==> src/rtl/uart_pkg.sv <==
// Shared definitions for the UART receiver: baud divisor table, parity encoding, FSM states.
package uart_pkg;

  typedef enum logic [2:0] {StIdle, StStart, StData, StParity, StStop} rx_state_e;

  localparam logic [1:0] ParNone  = 2'd0;
  localparam logic [1:0] ParEven  = 2'd1;
  localparam logic [1:0] ParOdd   = 2'd2;
  localparam logic [1:0] ParNone3 = 2'd3;

  localparam int unsigned BaudTable [8] = '{9600, 19200, 38400, 57600,
                                            115200, 230400, 460800, 921600};

  // Clocks per oversample tick; clamped to 1 so a slow clock still produces ticks.
  function automatic int unsigned baud_div(int unsigned clk_freq, int unsigned os,
                                           logic [2:0] sel);
    int unsigned d;
    d = clk_freq / (BaudTable[sel] * os);
    return (d == 0) ? 1 : d;
  endfunction

endpackage

==> src/rtl/uart_baud_tick.sv <==
// Oversample tick generator: one pulse every DIV clocks, restartable.
module uart_baud_tick
  import uart_pkg::*;
#(
  parameter int unsigned CLK_FREQ   = 100_000_000,
  parameter int unsigned OVERSAMPLE = 16
) (
  input  logic       clk,
  input  logic       reset,
  input  logic [2:0] baud_sel,
  input  logic       restart,
  output logic       tick
);

  localparam int unsigned MaxDiv = baud_div(CLK_FREQ, OVERSAMPLE, 3'd0);
  localparam int unsigned CntW   = $clog2(MaxDiv + 1);

  logic [CntW-1:0] w_div_m1 [8];
  logic [CntW-1:0] w_last;
  logic [CntW-1:0] r_cnt;
  logic [2:0]      r_baud;
  logic            w_restart;
  logic            w_wrap;

  for (genvar g = 0; g < 8; g++) begin : g_div
    assign w_div_m1[g] = CntW'(baud_div(CLK_FREQ, OVERSAMPLE, 3'(g)) - 1);
  end

  assign w_last    = w_div_m1[baud_sel];
  assign w_restart = restart | (baud_sel != r_baud);
  assign w_wrap    = (r_cnt == w_last);
  assign tick      = w_wrap & ~w_restart;

  always_ff @(posedge clk) begin
    if (reset) begin
      r_cnt  <= '0;
      r_baud <= '0;
    end else begin
      r_baud <= baud_sel;
      if (w_restart || w_wrap) r_cnt <= '0;
      else                     r_cnt <= r_cnt + 1'b1;
    end
  end

endmodule

==> src/rtl/uart_rx_param.sv <==
// Oversampling UART receiver with runtime-selectable baud, framing and parity.
module uart_rx_param
  import uart_pkg::*;
#(
  parameter int unsigned CLK_FREQ    = 100_000_000,
  parameter int unsigned OVERSAMPLE  = 16,
  parameter int unsigned SYNC_STAGES = 2
) (
  input  logic       clk,
  input  logic       reset,
  input  logic [2:0] baud_sel,
  input  logic [1:0] data_bits,
  input  logic [1:0] parity_mode,
  input  logic       stop2,
  input  logic       rxd,
  output logic [7:0] rx_data,
  output logic       rx_valid,
  input  logic       rx_ready,
  output logic       parity_err,
  output logic       frame_err,
  output logic       break_det,
  output logic       overrun
);

  localparam int unsigned OsW = $clog2(OVERSAMPLE);
  localparam logic [OsW-1:0] IdxLo   = OsW'(OVERSAMPLE / 2 - 1);
  localparam logic [OsW-1:0] IdxMid  = OsW'(OVERSAMPLE / 2);
  localparam logic [OsW-1:0] IdxHi   = OsW'(OVERSAMPLE / 2 + 1);
  localparam logic [OsW-1:0] IdxLast = OsW'(OVERSAMPLE - 1);

  rx_state_e r_state, w_state_next;

  logic [SYNC_STAGES-1:0] r_sync;
  logic                   r_rxd_prev;
  logic [OsW-1:0]         r_os_cnt;
  logic [2:0]             r_bit_cnt;
  logic [7:0]             r_shift;
  logic [1:0]             r_samp;
  logic                   r_par, r_zero, r_perr, r_ferr, r_brk, r_brk_blk;
  logic [7:0]             r_data;
  logic                   r_valid, r_perr_o, r_ferr_o, r_brk_o, r_overrun;

  logic w_rxd, w_tick, w_restart, w_edge, w_vote, w_vote_tick, w_end_tick;
  logic w_last_data, w_par_en, w_last_stop, w_done;
  logic w_ferr_fin, w_brk_fin, w_load;
  logic [7:0] w_data;

  uart_baud_tick #(
    .CLK_FREQ  (CLK_FREQ),
    .OVERSAMPLE(OVERSAMPLE)
  ) u_baud_tick (
    .clk     (clk),
    .reset   (reset),
    .baud_sel(baud_sel),
    .restart (w_restart),
    .tick    (w_tick)
  );

  assign w_rxd       = r_sync[SYNC_STAGES-1];
  assign w_restart   = (r_state == StIdle);
  assign w_edge      = r_rxd_prev & ~w_rxd & ~r_brk_blk;
  assign w_vote      = (r_samp[0] & r_samp[1]) | (r_samp[0] & w_rxd) | (r_samp[1] & w_rxd);
  assign w_vote_tick = w_tick && (r_os_cnt == IdxHi);
  assign w_end_tick  = w_tick && (r_os_cnt == IdxLast);
  assign w_last_data = (r_bit_cnt == ({1'b0, data_bits} + 3'd4));
  assign w_par_en    = (parity_mode == ParEven) || (parity_mode == ParOdd);
  assign w_last_stop = !stop2 || (r_bit_cnt == 3'd1);
  // Only meaningful on a stop-bit vote tick.
  assign w_ferr_fin  = r_ferr | ~w_vote;
  assign w_brk_fin   = r_brk | ((r_bit_cnt == 3'd0) & r_zero & ~w_vote);
  // Data was shifted in from the MSB end; realign so unused upper bits read as 0.
  assign w_data      = r_shift >> (2'd3 - data_bits);

  always_comb begin
    w_state_next = r_state;
    w_done       = 1'b0;
    unique case (r_state)
      StIdle:   if (w_edge) w_state_next = StStart;
      StStart: begin
        if (w_vote_tick && w_vote) w_state_next = StIdle;
        else if (w_end_tick)       w_state_next = StData;
      end
      StData:   if (w_end_tick && w_last_data) w_state_next = w_par_en ? StParity : StStop;
      StParity: if (w_end_tick) w_state_next = StStop;
      StStop: begin
        if (w_vote_tick && w_last_stop) begin
          w_state_next = StIdle;
          w_done       = 1'b1;
        end
      end
      default:  w_state_next = StIdle;
    endcase
  end

  always_ff @(posedge clk) begin
    if (reset) r_state <= StIdle;
    else       r_state <= w_state_next;
  end

  always_ff @(posedge clk) begin
    if (reset) begin
      r_sync     <= '1;
      r_rxd_prev <= 1'b1;
      r_os_cnt   <= '0;
      r_bit_cnt  <= '0;
      r_shift    <= '0;
      r_samp     <= '0;
      r_par      <= 1'b0;
      r_zero     <= 1'b1;
      r_perr     <= 1'b0;
      r_ferr     <= 1'b0;
      r_brk      <= 1'b0;
      r_brk_blk  <= 1'b0;
    end else begin
      r_sync[0] <= rxd;
      for (int i = 1; i < SYNC_STAGES; i++) r_sync[i] <= r_sync[i-1];
      r_rxd_prev <= w_rxd;
      if (r_state == StIdle) begin
        r_os_cnt  <= '0;
        r_bit_cnt <= '0;
        r_shift   <= '0;
        r_par     <= 1'b0;
        r_zero    <= 1'b1;
        r_perr    <= 1'b0;
        r_ferr    <= 1'b0;
        r_brk     <= 1'b0;
        if (w_rxd) r_brk_blk <= 1'b0;
      end else if (w_tick) begin
        r_os_cnt <= (r_os_cnt == IdxLast) ? '0 : r_os_cnt + 1'b1;
        if (r_os_cnt == IdxLo)  r_samp[0] <= w_rxd;
        if (r_os_cnt == IdxMid) r_samp[1] <= w_rxd;
        if (r_os_cnt == IdxHi) begin
          if (r_state == StData) begin
            r_shift <= {w_vote, r_shift[7:1]};
            r_par   <= r_par ^ w_vote;
            r_zero  <= r_zero & ~w_vote;
          end
          if (r_state == StParity) begin
            r_perr <= r_par ^ w_vote ^ (parity_mode == ParOdd);
            r_zero <= r_zero & ~w_vote;
          end
          if (r_state == StStop) begin
            r_ferr <= w_ferr_fin;
            r_brk  <= w_brk_fin;
          end
        end
        if (r_os_cnt == IdxLast) begin
          if (r_state == StData) r_bit_cnt <= w_last_data ? 3'd0 : r_bit_cnt + 3'd1;
          if (r_state == StStop) r_bit_cnt <= r_bit_cnt + 3'd1;
        end
        if (w_done) r_brk_blk <= w_brk_fin;
      end
    end
  end

  // A pending byte survives a new completion unless it is being accepted this cycle.
  assign w_load = w_done & (~r_valid | rx_ready);

  always_ff @(posedge clk) begin
    if (reset) begin
      r_data    <= '0;
      r_valid   <= 1'b0;
      r_perr_o  <= 1'b0;
      r_ferr_o  <= 1'b0;
      r_brk_o   <= 1'b0;
      r_overrun <= 1'b0;
    end else begin
      r_overrun <= w_done & r_valid & ~rx_ready;
      if (w_load) begin
        r_data   <= w_data;
        r_valid  <= 1'b1;
        r_perr_o <= r_perr;
        r_ferr_o <= w_ferr_fin;
        r_brk_o  <= w_brk_fin;
      end else if (r_valid && rx_ready) begin
        r_valid <= 1'b0;
      end
    end
  end

  assign rx_data    = r_data;
  assign rx_valid   = r_valid;
  assign parity_err = r_perr_o;
  assign frame_err  = r_ferr_o;
  assign break_det  = r_brk_o;
  assign overrun    = r_overrun;

endmodule

==> config.mk <==
export PLATFORM = sky130hd
export DESIGN_NAME = uart_rx_param
export DESIGN_NICKNAME = d
export VERILOG_FILES = /design/src/rtl/uart_pkg.sv /design/src/rtl/uart_baud_tick.sv /design/src/rtl/uart_rx_param.sv
export SDC_FILE = /design/constraint.sdc
export NUM_CORES = 1
export LEC_CHECK = 0
export CELL_PAD_IN_SITES_DETAIL_PLACEMENT = 0
export CELL_PAD_IN_SITES_GLOBAL_PLACEMENT = 1
export CORE_MARGIN = 3
export CORE_UTILIZATION = 45
export CTS_CLUSTER_DIAMETER = 30
export CTS_CLUSTER_SIZE = 12
export DETAILED_ROUTE_END_ITERATION = 10
export GPL_TIMING_DRIVEN = 0
export PLACE_DENSITY_LB_ADDON = 0.1
export SETUP_SLACK_MARGIN = 0.2
export SLEW_MARGIN = 20
export SYNTH_ARGS = -nofsm -noshare
export SYNTH_HDL_FRONTEND = slang
export SYNTH_SLANG_ARGS = --single-unit
==> constraint.sdc <==
create_clock -name clk -period 3.7 [get_ports clk]
set_clock_uncertainty 0.15 [all_clocks]
set_input_delay 0.925 -clock clk [delete_from_list [all_inputs] [get_ports clk]]
set_output_delay 0.925 -clock clk [all_outputs]
set_load 0.05 [all_outputs]
==> out/qor.log <==
INFO  logic_synthesis synth_ff_type=sky130_fd_sc_hd__dfxtp_1
INFO  sta            post-route-worst-setup-slack=0.343ns
INFO  clock_network  tritoncts=done
INFO  logic_synthesis synth_top_area_frac=0.361
INFO  floorplanning  core=0.00646mm²
INFO  sta            fin_crit_sh=0.907
INFO  hold_path      min-delay-start=r_sync[0]
INFO  floorplanning  floorplan.initialDensity=0.472
INFO  final_layout   postLayoutCoreUtil=0.553
INFO  flow_run       drv.max_cap_violation_count=0
INFO  placed_design  placement.io_buffers=23
INFO  run_status     outcome=completed
INFO  final_layout   antenna_cells_inserted=0
INFO  sta            hold_viol=0
INFO  hold_path      hold_path.class=flip-flop to flip-flop
INFO  global_routing grt_pass1_vias=2,166
INFO  placed_design  dp_slack=-0.623ns
INFO  hold_path      timing.hold.worst_endpoint=r_sync[1]
INFO  final_layout   layout_common_cells=sky130_fd_sc_hd__dfxtp_1 (55), sky130_fd_sc_hd__nor2_1 (53), sky130_fd_sc_hd__clkdlybuf4s50_1 (21)
INFO  final_layout   final-instance-count-excl-fill=447
INFO  logic_synthesis synth_sequential_area_ratio=0.361
INFO  logic_synthesis synth_edf_count=0
INFO  setup_path     worst_setup_path_start_kind=input port
INFO  logic_synthesis syn_nets=355
INFO  setup_path     timing.critical_path.arrival=3.42ns
INFO  logic_synthesis synth_top_cell_by_area=sky130_fd_sc_hd__dfxtp_1
INFO  setup_path     worst_r2r_startpoint=r_state[1]
INFO  sta            fin_hold_ws=0.268ns
INFO  clock_network  root_buffer=sky130_fd_sc_hd__clkbuf_8
INFO  sta            grt_setup_unrepaired=no
INFO  floorplanning  chipHeight=88.4µm
INFO  detailed_routing routed_wirelength=6410µm
INFO  final_layout   layout-area-overhead-vs-synth=17.1%
INFO  setup_path     reg2reg_to=r_state[0]
INFO  hold_path      worst_hold_path.num_cells=1
INFO  detailed_routing drt-initial-drc-count=119
INFO  sta            maxSlewHeadroom=0.548
INFO  setup_path     worstSetupPathType=input port to flip-flop
INFO  final_layout   layout.cells.most_common=sky130_fd_sc_hd__dfxtp_1
INFO  power_and_ir_drop vdd.ir_drop.worst=174µV
INFO  logic_synthesis synth.area.top_cells=sky130_fd_sc_hd__dfxtp_1 (36%), sky130_fd_sc_hd__mux2i_1 (6.6%), sky130_fd_sc_hd__nor2_1 (6.5%)
INFO  power_and_ir_drop finalPower=1.35mW
INFO  sta            worst_slew_pin_slew=0.670ns
INFO  floorplanning  horiz_die_dim=88.4µm
INFO  clock_network  clk_pin_slew=0.10ns
INFO  detailed_routing routed_via_density=5.38
INFO  clock_network  cts-htree-levels=2
INFO  detailed_routing remaining_drc_errors=0
INFO  global_routing grt_antenna_before_repair=0
INFO  floorplanning  ioPinCount=25
INFO  final_layout   layout-drive-gt1-share=0.162
INFO  clock_network  cts_buffers=5
INFO  logic_synthesis yosys_register_bits=55
INFO  placed_design  placedInstanceArea=0.00338mm²
INFO  final_layout   fill_cell_instance_count_of_the_final_layout=631
INFO  sta            setup-violations-final=0
INFO  setup_path     reg2reg_depth=10
INFO  logic_synthesis mappedNetlistArea=0.00305mm²
INFO  logic_synthesis yosysUniqueCellTypes=60
INFO  floorplanning  die-area=0.00781mm²
INFO  detailed_routing via_count=2,403
INFO  sta            timing.final.max_slew_violations=0
INFO  detailed_routing post_drt_wl_per_cell=14.3µm
INFO  placed_design  last_weighted_congestion_value_of_the_routability_driven_placer=0.843
INFO  power_and_ir_drop static-leakage-power=1.27nW
INFO  global_routing grt_first_pass_wirelength=10,600µm
INFO  detailed_routing number_of_routed_nets_with_antenna_violations=0
INFO  detailed_routing dr.pass1.iters=4
INFO  global_routing grt_remaining_overflow=0
INFO  power_and_ir_drop power_density=376mW/mm²
INFO  clock_network  clock_latency_at_the_later_pin_of_the_worst_skew_pair=0.32ns
INFO  placed_design  dp.cells=431
INFO  setup_path     cp_data_required_time=3.76ns
INFO  logic_synthesis synthCells=331
INFO  sta            maximum_operating_frequency=0.298GHz
INFO  global_routing global_route_usage_over_all_layers=0.176
INFO  sta            setup-tns-final=0ns
INFO  floorplanning  num_rows=29
INFO  clock_network  clock_sink_count=55
INFO  sta            finalWorstPathRequiredPeriod=3.36ns
INFO  logic_synthesis async_flop_share=0
INFO  global_routing largest_net_degree_at_the_start_of_global_routing=19
INFO  final_layout   area_of_all_placed_cells_without_fillers=0.00357mm²
INFO  clock_network  cts_hold_repair.buffers=0
INFO  placed_design  hpwl=4710µm
INFO  logic_synthesis syn-mean-instance-area=9.22µm²
INFO  setup_path     r2r_slack=1.07ns
INFO  clock_network  clock_tree.buffer_depth=2
INFO  logic_synthesis yosysWarnings=0
INFO  final_layout   design.final.nets=393
INFO  setup_path     path_max_fanout=7
INFO  setup_path     timing.critical_path.to_type=flip-flop
routing by layer:
metal | part of all wire | GRT usage | wire length (µm)
met1 | 0.49 | 0.250 | 3120
met2 | 0.45 | 0.264 | 2880
met3 | 0.047 | 0.0335 | 304
met4 | 0.016 | 0.0659 | 104
met5 | 0 | 0 | 0
report_power, final:
group | switching (mW) | total (mW) | leakage (nW) | internal [mW]
registers | 0.0104 | 0.618 | 0.445 | 0.607
clock network | 0.214 | 0.420 | 0.0587 | 0.206
logic | 0.200 | 0.308 | 0.767 | 0.108
total | 0.425 | 1.35 | 1.27 | 0.921
registers in the layout (all words and copies together) (netlist names):
name / flops
u_baud_tick.r_cnt: 10
r_shift: 8
rx_data: 8
r_os_cnt: 4
r_bit_cnt: 3
r_state: 3
u_baud_tick.r_baud: 3
r_samp: 2
r_sync: 2
break_det: 1
frame_err: 1
overrun: 1
parity_err: 1
r_brk: 1
r_brk_blk: 1
r_ferr: 1
r_par: 1
r_perr: 1
r_rxd_prev: 1
r_zero: 1
rx_valid: 1
worst max-delay path by stage:
stage                      from          to  slack (ns)
finish              baud_sel[0]  r_state[0]        0.34
global route        baud_sel[1]  r_shift[4]        0.20
CTS                 baud_sel[0]  rx_data[0]        0.22
detailed placement  baud_sel[0]  rx_data[4]       -0.62
global placement    baud_sel[0]  rx_data[2]       -0.62
floorplan           baud_sel[0]  r_state[0]        0.45
logic make-up after synthesis:
logic type	after synthesis	share of synthesized area
AOI/OAI and AO/OA	50	0.124
adders and majority gates	12	0.0492
DFF	55	0.361
buffers and inverters	29	0.0430
muxes	28	0.110
xor gates and xnor gates	24	0.0689
and+or+nand+nor	133	0.244
synth_stat cells (3+ instances only):
library cell / number
sky130_fd_sc_hd__mux4_2: 4
sky130_fd_sc_hd__clkbuf_1: 5
sky130_fd_sc_hd__xor2_1: 11
sky130_fd_sc_hd__buf_4: 3
sky130_fd_sc_hd__and3_1: 3
sky130_fd_sc_hd__nand3_1: 11
sky130_fd_sc_hd__o21ai_0: 11
sky130_fd_sc_hd__nand2b_1: 3
sky130_fd_sc_hd__a21oi_1: 14
sky130_fd_sc_hd__nor3_1: 10
sky130_fd_sc_hd__dfxtp_1: 55
sky130_fd_sc_hd__ha_1: 12
sky130_fd_sc_hd__mux2i_1: 20
sky130_fd_sc_hd__buf_2: 3
sky130_fd_sc_hd__nand3b_1: 3
sky130_fd_sc_hd__xnor2_1: 13
sky130_fd_sc_hd__nor2_1: 53
sky130_fd_sc_hd__or2_2: 4
sky130_fd_sc_hd__nor4_4: 3
sky130_fd_sc_hd__nor2b_1: 9
sky130_fd_sc_hd__nand2_1: 19
sky130_fd_sc_hd__inv_1: 15
repair_timing:
action	in CTS	in global routing
setup endpoints to repair	34	24
pin swaps	2	4
resized for setup	6	5
setup buffers	1	6
cloned	0	1
critical path, cell delays in order:
cell and delay [ns]:
sky130_fd_sc_hd__clkdlybuf4s15_2 0.27, sky130_fd_sc_hd__inv_1 0.13, sky130_fd_sc_hd__ha_4 0.27, sky130_fd_sc_hd__xnor2_1 0.16, sky130_fd_sc_hd__a2111oi_4 0.29, sky130_fd_sc_hd__o22ai_2 0.16
sky130_fd_sc_hd__nor4b_4 0.45, sky130_fd_sc_hd__buf_4 0.19, sky130_fd_sc_hd__o21ai_1 0.06, sky130_fd_sc_hd__nand2_1 0.09, sky130_fd_sc_hd__nand3_2 0.10, sky130_fd_sc_hd__mux2_1 0.33
final cells by class:
| class | instances | area, µm² | share of cell area |
|---|---|---|---|
| Inverter | 16 | 60.1 | 0.0168 |
| Buffer | 13 | 71.3 | 0.0200 |
| Clock inverter | 3 | 47.5 | 0.0133 |
| Tap cell | 77 | 96.3 | 0.0270 |
| Multi-Input combinational cell | 247 | 1840 | 0.514 |
| Timing Repair Buffer | 31 | 293 | 0.0819 |
| Clock buffer | 5 | 68.8 | 0.0193 |
| Sequential cell | 55 | 1100 | 0.308 |
Note: power is estimated with default switching activity, not from simulation.
